==> src/rtl/can_pkg.sv <==
// Shared CAN transmit-scheduler types: priority-key width, scheduler states and key builder.
package can_pkg;

  localparam int unsigned CAN_KEY_W = 32;

  typedef enum logic [1:0] {
    StIdle,
    StSelect,
    StWaitBus,
    StActive
  } sched_state_e;

  // Key mirrors the on-bus arbitration field order so that a lower key wins arbitration.
  // For a standard frame the 11-bit ID is taken from id[10:0].
  function automatic logic [CAN_KEY_W-1:0] can_build_key(input logic [28:0] id,
                                                         input logic        ide,
                                                         input logic        rtr);
    logic [CAN_KEY_W-1:0] key;
    if (ide) begin
      key = {id[28:18], 1'b1, 1'b1, id[17:0], rtr};
    end else begin
      key = {id[10:0], rtr, 1'b0, 18'd0, 1'b0};
    end
    return key;
  endfunction

endpackage

==> src/rtl/can_prio_select.sv <==
// Combinational argmin over N priority keys masked by a valid vector; ties go to the lower index.
module can_prio_select
  import can_pkg::*;
#(
  parameter int unsigned N = 4
) (
  input  logic [CAN_KEY_W*N-1:0]  key_i,
  input  logic [N-1:0]            mask_i,
  output logic                    valid_o,
  output logic [$clog2(N)-1:0]    idx_o
);
  localparam int unsigned IdxW = $clog2(N);

  logic                 found;
  logic [IdxW-1:0]      idx;
  logic [CAN_KEY_W-1:0] best;

  always_comb begin
    found = 1'b0;
    idx   = '0;
    best  = '1;
    // Strict less-than keeps the earliest (lowest) index on equal keys.
    for (int i = 0; i < int'(N); i++) begin
      if (mask_i[i] && (!found || (key_i[CAN_KEY_W*i +: CAN_KEY_W] < best))) begin
        found = 1'b1;
        best  = key_i[CAN_KEY_W*i +: CAN_KEY_W];
        idx   = IdxW'(i);
      end
    end
  end

  assign valid_o = found;
  assign idx_o   = idx;

endmodule

==> src/rtl/can_tx_scheduler.sv <==
// CAN transmit mailbox scheduler: arbitrates pending mailboxes, sequences the transmitter,
// handles retries, aborts and completion pulses. Define CAN_TXSCHED_ONESHOT_EN for single-shot.
module can_tx_scheduler
  import can_pkg::*;
#(
  parameter int unsigned N_MBOX    = 4,
  parameter int unsigned MAX_RETRY = 3
) (
  input  logic                        clk,
  input  logic                        reset,
  input  logic [N_MBOX-1:0]           mb_req,
  input  logic [N_MBOX-1:0]           mb_abort,
  input  logic [CAN_KEY_W*N_MBOX-1:0] mb_key,
  input  logic                        bus_idle,
  input  logic                        tx_done,
  input  logic                        tx_arb_lost,
  input  logic                        tx_error,
  output logic                        tx_start,
  output logic [$clog2(N_MBOX)-1:0]   tx_sel,
  output logic                        busy,
  output logic [N_MBOX-1:0]           pending,
  output logic [N_MBOX-1:0]           mb_ok,
  output logic [N_MBOX-1:0]           mb_fail,
  output logic [N_MBOX-1:0]           mb_aborted
);
  localparam int unsigned IdxW = $clog2(N_MBOX);

  sched_state_e      state_q, state_d;
  logic [N_MBOX-1:0] pending_q, pending_d;
  logic [IdxW-1:0]   tx_sel_q, tx_sel_d;
  logic              tx_start_q, tx_start_d;
  logic              busy_q, busy_d;
  logic              abort_q, abort_d;
  logic [N_MBOX-1:0] ok_q, ok_d, fail_q, fail_d, aborted_q, aborted_d;
`ifndef CAN_TXSCHED_ONESHOT_EN
  logic [N_MBOX-1:0][3:0] cnt_q, cnt_d;
`endif

  logic [N_MBOX-1:0] flight_mask, req_acc, abort_idle;
  logic              abort_now;
  logic              sel_valid;
  logic [IdxW-1:0]   sel_idx;

  // Selection looks at next-cycle pending so same-cycle requests and aborts are honoured.
  can_prio_select #(
    .N (N_MBOX)
  ) u_prio_select (
    .key_i   (mb_key),
    .mask_i  (pending_d),
    .valid_o (sel_valid),
    .idx_o   (sel_idx)
  );

  always_comb begin
    flight_mask = '0;
    if (state_q == StActive) flight_mask[tx_sel_q] = 1'b1;

    req_acc    = mb_req & ~mb_abort & ~pending_q;
    abort_idle = mb_abort & pending_q & ~flight_mask;
    abort_now  = abort_q | (|(mb_abort & flight_mask));

    pending_d  = (pending_q | req_acc) & ~abort_idle;
    aborted_d  = abort_idle;
    ok_d       = '0;
    fail_d     = '0;
    state_d    = state_q;
    tx_sel_d   = tx_sel_q;
    tx_start_d = 1'b0;
    abort_d    = abort_now;
`ifndef CAN_TXSCHED_ONESHOT_EN
    cnt_d = cnt_q;
    for (int i = 0; i < int'(N_MBOX); i++) begin
      if (req_acc[i]) cnt_d[i] = '0;
    end
`endif

    unique case (state_q)
      StIdle: begin
        if (|pending_q) state_d = StSelect;
      end
      StSelect: begin
        if (sel_valid) begin
          tx_sel_d = sel_idx;
          state_d  = StWaitBus;
        end else begin
          state_d = StIdle;
        end
      end
      StWaitBus: begin
        if ((|req_acc) || (|mb_abort)) begin
          state_d = StSelect;
        end else if (bus_idle) begin
          state_d    = StActive;
          tx_start_d = 1'b1;
        end
      end
      StActive: begin
        if (tx_done) begin
          ok_d[tx_sel_q]      = 1'b1;
          pending_d[tx_sel_q] = 1'b0;
          abort_d             = 1'b0;
          state_d             = StSelect;
        end else if (tx_error || tx_arb_lost) begin
          abort_d = 1'b0;
          state_d = StSelect;
          if (abort_now) begin
            aborted_d[tx_sel_q] = 1'b1;
            pending_d[tx_sel_q] = 1'b0;
          end
`ifdef CAN_TXSCHED_ONESHOT_EN
          else begin
            fail_d[tx_sel_q]    = 1'b1;
            pending_d[tx_sel_q] = 1'b0;
          end
`else
          else if (tx_error) begin
            cnt_d[tx_sel_q] = cnt_q[tx_sel_q] + 4'd1;
            if (cnt_d[tx_sel_q] >= 4'(MAX_RETRY)) begin
              fail_d[tx_sel_q]    = 1'b1;
              pending_d[tx_sel_q] = 1'b0;
            end
          end
`endif
        end
      end
      default: state_d = StIdle;
    endcase

    busy_d = (state_d == StWaitBus) || (state_d == StActive);
  end

  always_ff @(posedge clk) begin
    if (reset) begin
      state_q    <= StIdle;
      pending_q  <= '0;
      tx_sel_q   <= '0;
      tx_start_q <= 1'b0;
      busy_q     <= 1'b0;
      abort_q    <= 1'b0;
      ok_q       <= '0;
      fail_q     <= '0;
      aborted_q  <= '0;
`ifndef CAN_TXSCHED_ONESHOT_EN
      cnt_q      <= '0;
`endif
    end else begin
      state_q    <= state_d;
      pending_q  <= pending_d;
      tx_sel_q   <= tx_sel_d;
      tx_start_q <= tx_start_d;
      busy_q     <= busy_d;
      abort_q    <= abort_d;
      ok_q       <= ok_d;
      fail_q     <= fail_d;
      aborted_q  <= aborted_d;
`ifndef CAN_TXSCHED_ONESHOT_EN
      cnt_q      <= cnt_d;
`endif
    end
  end

  assign tx_start   = tx_start_q;
  assign tx_sel     = tx_sel_q;
  assign busy       = busy_q;
  assign pending    = pending_q;
  assign mb_ok      = ok_q;
  assign mb_fail    = fail_q;
  assign mb_aborted = aborted_q;

endmodule

==> config.mk <==
export PLATFORM = sky130hd
export DESIGN_NAME = can_tx_scheduler
export DESIGN_NICKNAME = d
export VERILOG_FILES = /design/src/rtl/can_pkg.sv /design/src/rtl/can_prio_select.sv /design/src/rtl/can_tx_scheduler.sv
export SDC_FILE = /design/constraint.sdc
export NUM_CORES = 1
export LEC_CHECK = 0
export BUFFER_PORTS_ARGS = -buffer_cell sky130_fd_sc_hd__buf_2
export CAP_MARGIN = 30
export CORE_MARGIN = 5
export CORE_UTILIZATION = 25
export DETAILED_ROUTE_END_ITERATION = 10
export SETUP_SLACK_MARGIN = 0.15
export SYNTH_ARGS = -nofsm -noshare
export SYNTH_HDL_FRONTEND = slang
export SYNTH_SLANG_ARGS = --single-unit
==> constraint.sdc <==
create_clock -name clk -period 8.1 [get_ports clk]
set_input_delay 0.81 -clock clk [delete_from_list [all_inputs] [get_ports clk]]
set_output_delay 0.81 -clock clk [all_outputs]
set_load 0.02 [all_outputs]
==> impl_results.md <==
* R2r startpoint: tx_sel[0]
* CTS tree: done
* Crit path kind: reg -> reg
* Ys flop type: dfxtp_1
* Mapped Nets at 868
* Worst slew margin at 54.52%
* Hold_sp: cnt_q[10]
* Final Total Pwr at 0.8139 mW
* Initial antenna violation count at 0
* Syn Inst Count at 634
* WHS Endpoint: cnt_q[10]
* Final Core Density at 40.93%
* Hold WC Path Type: reg -> reg
* Clock sink total at 38
* Root Buffer: clkbuf_16
* Top cells by area, synth: ha_1, dfxtp_1, mux2_4, nor2_1, nand2_1
* Vias at 5,726
* Fin area at 7993 sq um
* CTS max path bufs at 2
* R2R setup slack at -270 ps
* GRT Residual Overflow at 0
* Share of cells above drive strength 1 at 48.48%
* Ys async rst share at 0%
* Avg Inst Size Synth at 7.839 sq um
* Netlist Area Pre-Place at 4970 sq um
* YS warnings at 0
* GPL Wtd Cong at 0.9448
* FMAX at 119.4 MHz
* CTS H-Tree Depth at 2
* Multi-input logic area at 4499 sq um
* FF+latch count, synth at 38
* DIE WIDTH at 151.0 um
* Crit Path Max Fanout at 16
* Core area at 19,530 sq um
* Vias in the first global route at 5,628
* Initial DRC Count at 320
* CTS buffer count at 5
* RSZ-0062 raised after global routing: true
* CP max stage cell: mux4_2
* Via/cell ratio at 4.816
* DIE AREA at 22,800 sq um
* Area after DPL at 6980 sq um
* First-pass GRT wire length at 28,650 um
* Worst setup SP type: register
* Pin count of the biggest net entering global routing at 34
* Ports at 162
* Synth top area share at 23.16%
* Post-synth EDFFs at 0
* Failing checks: setup timing
* Area Overhead vs Synth at 60.83%
* Distinct cells, synth at 60
* Pre-CTS setup slack at -465.3 ps
* Die height at 151.0 um
* Routed WL at 18,740 um
* Register-to-Register Path Depth at 42
* Synth area leader: ha_1
* CTS hold repair buffers at 0
* Req. time, crit path at 8230 ps
* Max-slew violations at 0
* Port bufs at 161
* Least-Margin Pin Slew at 680.1 ps
* Critical path arrival at 8510 ps
* Global Route Usage Sum at 15.72%
* Final setup skew at 3.336 ps
* Fin cells at 1,189
* Average wire per standard cell at 15.76 um
* Filler cells at 2,016
* Sequential cell area at 764.5 sq um
* Setup violators final at 2
* Status: finished, violations left
* Peak supply drop at 88.70 uV
* Final hold vios at 0
* Cell Pwr Density at 101.8 nW/um^2
* Tmin final at 8373 ps
* Number of core rows at 51
* Post-route ant nets at 0
* Dpl cells at 1,145
* Final Cycle Share at 103.4%
* RR Endpoint: tx_sel[0]
* Router iterations before antenna repair at 5
* Post-synthesis sequential area ratio at 15.31%
* Slowest Stage Delay on Critical Path at 560 ps
* Hpwl dp at 15,150 um
* Max-cap violations at 0
* Fin nets at 1,155
* Initial core utilization at 25.45%
* Worst skew pair latency at 280 ps
* Clock-pin slew on the worst setup and hold paths at 50 ps
* Drt drc at 0
* Critical path capture point type: register
* Worst Setup Slack, final at -272.8 ps
* P_leak at 3.902 nW
* Cells on Worst Hold Path at 2
-- cells by family (layout without fill, tap and decap cells) --
family / count (synthesis) / in the layout / synth area share [%]
buffers and inverters: 60 / 348 / 5.388
adders and majority gates: 93 / 93 / 23.36
and+or+nand+nor: 245 / 245 / 22.13
AOI/OAI and AO/OA: 155 / 155 / 20.82
xor gates and xnor gates: 2 / 2 / 0.7302
other: 0 / 2 / 0
DFF: 38 / 38 / 15.31
muxes: 41 / 41 / 12.26
-- layout make-up --
type	instances	share of cell area [%]
well taps	265	4.148
inverters	39	1.832
diodes	2	0.06262
flip-flops and latches	38	9.565
repair buffers	301	26.25
clock inverters	1	0.06262
multi-input cells	536	56.29
clock buffers	7	1.785
-- cell usage after synthesis, types with 4 or more instances --
library cell and count:
nand2_1 61, a211oi_1 6, mux4_2 4, clkbuf_1 12
buf_6 5, inv_1 39, and3_1 5, o21bai_1 4
a31oi_1 15, nand3_1 12, nor4_1 4, nand2b_1 9
mux2_4 28, o21ai_0 44, nand4_1 17, a21o_1 13
o211ai_1 6, mux2_1 4, nor3_1 11, ha_1 92
a21oi_1 33, nor2_1 104, or3_1 4, dfxtp_1 38
nor2b_1 10, buf_2 4
-- sequential cells by signal, indices dropped and copies added (netlist names) --
signal	count
state_q	1
mb_fail	4
tx_start	1
busy	1
cnt_q	16
mb_ok	4
mb_aborted	4
pending	4
abort_q	1
tx_sel	2
-- layer usage --
layer	up-vias	part of all wire, %	GRT usage, %
met4	0	1.5	3.218
li1	2898	-	-
met2	162	48	26.81
met5	-	0	0
met3	16	4.8	2.065
met1	2650	46	21.27
-- worst max-delay path: cells and delay by family, from the launching register on --
family	cells	cell delay [ps]
mux	2	870
flops	1	370
simple gates	12	1930
compound gates	15	2770
fa+ha+maj	4	1100
buf+inv	9	1190
-- metrics by stage --
| stage | setup TNS [ps] | hold WS [ps] |
|---|---|---|
| floorplan | -134.7 | 444.9 |
| global placement | -558.1 | 468.1 |
| detailed placement | -850.6 | 481.0 |
| CTS | -383.2 | 491.7 |
| global route | -1325 | 511.3 |
| finish | -525.4 | 495.4 |
-- cell usage in the layout (no fill, tap or decap), drive strengths merged, types with 3 or more instances in the layout --
cell type  synthesis  final
nand3             12     12
a31oi             15     15
nand4             17     17
nand2             61     61
nor2             104    104
mux2              35     35
nor2b             10     10
dfxtp             38     38
buf                9    298
nand2b             9      9
or3                4      4
nor3              11     11
clkbuf            12      8
and3               5      5
o21bai             4      4
a21oi             33     33
o31ai              5      5
nor4               4      4
ha                92     92
o211ai             6      6
o21ai             44     44
or2                3      3
a21o              13     13
mux4               4      4
a211oi             9      9
inv               39     39
-- power breakdown --
group	total [mW]	internal (mW)	switching (mW)
logic	0.425	0.228	0.197
registers	0.193	0.190	0.00356
clock network	0.195	0.122	0.0735
-- worst max path at each step --
stage | from | to | slack (ps) | depth (start not counted)
6_report | tx_sel[0] | tx_sel[0] | -270 | 42
2_1_floorplan | tx_sel[0] | tx_sel[0] | -110 | 38
3_3_place_gp | tx_sel[0] | tx_sel[0] | -320 | 37
3_5_place_dp | tx_sel[0] | tx_sel[0] | -470 | 36
5_1_grt | tx_sel[0] | tx_sel[0] | -670 | 42
4_1_cts | tx_sel[0] | tx_sel[0] | -220 | 45
-- repair_timing --
item	4_1_cts	5_1_grt
setup endpoints to repair	2	2
gates cloned	5	1
pin swaps	27	39
setup buffers	14	14
resized for setup	65	62
Note: power is estimated with default switching activity, not from simulation.
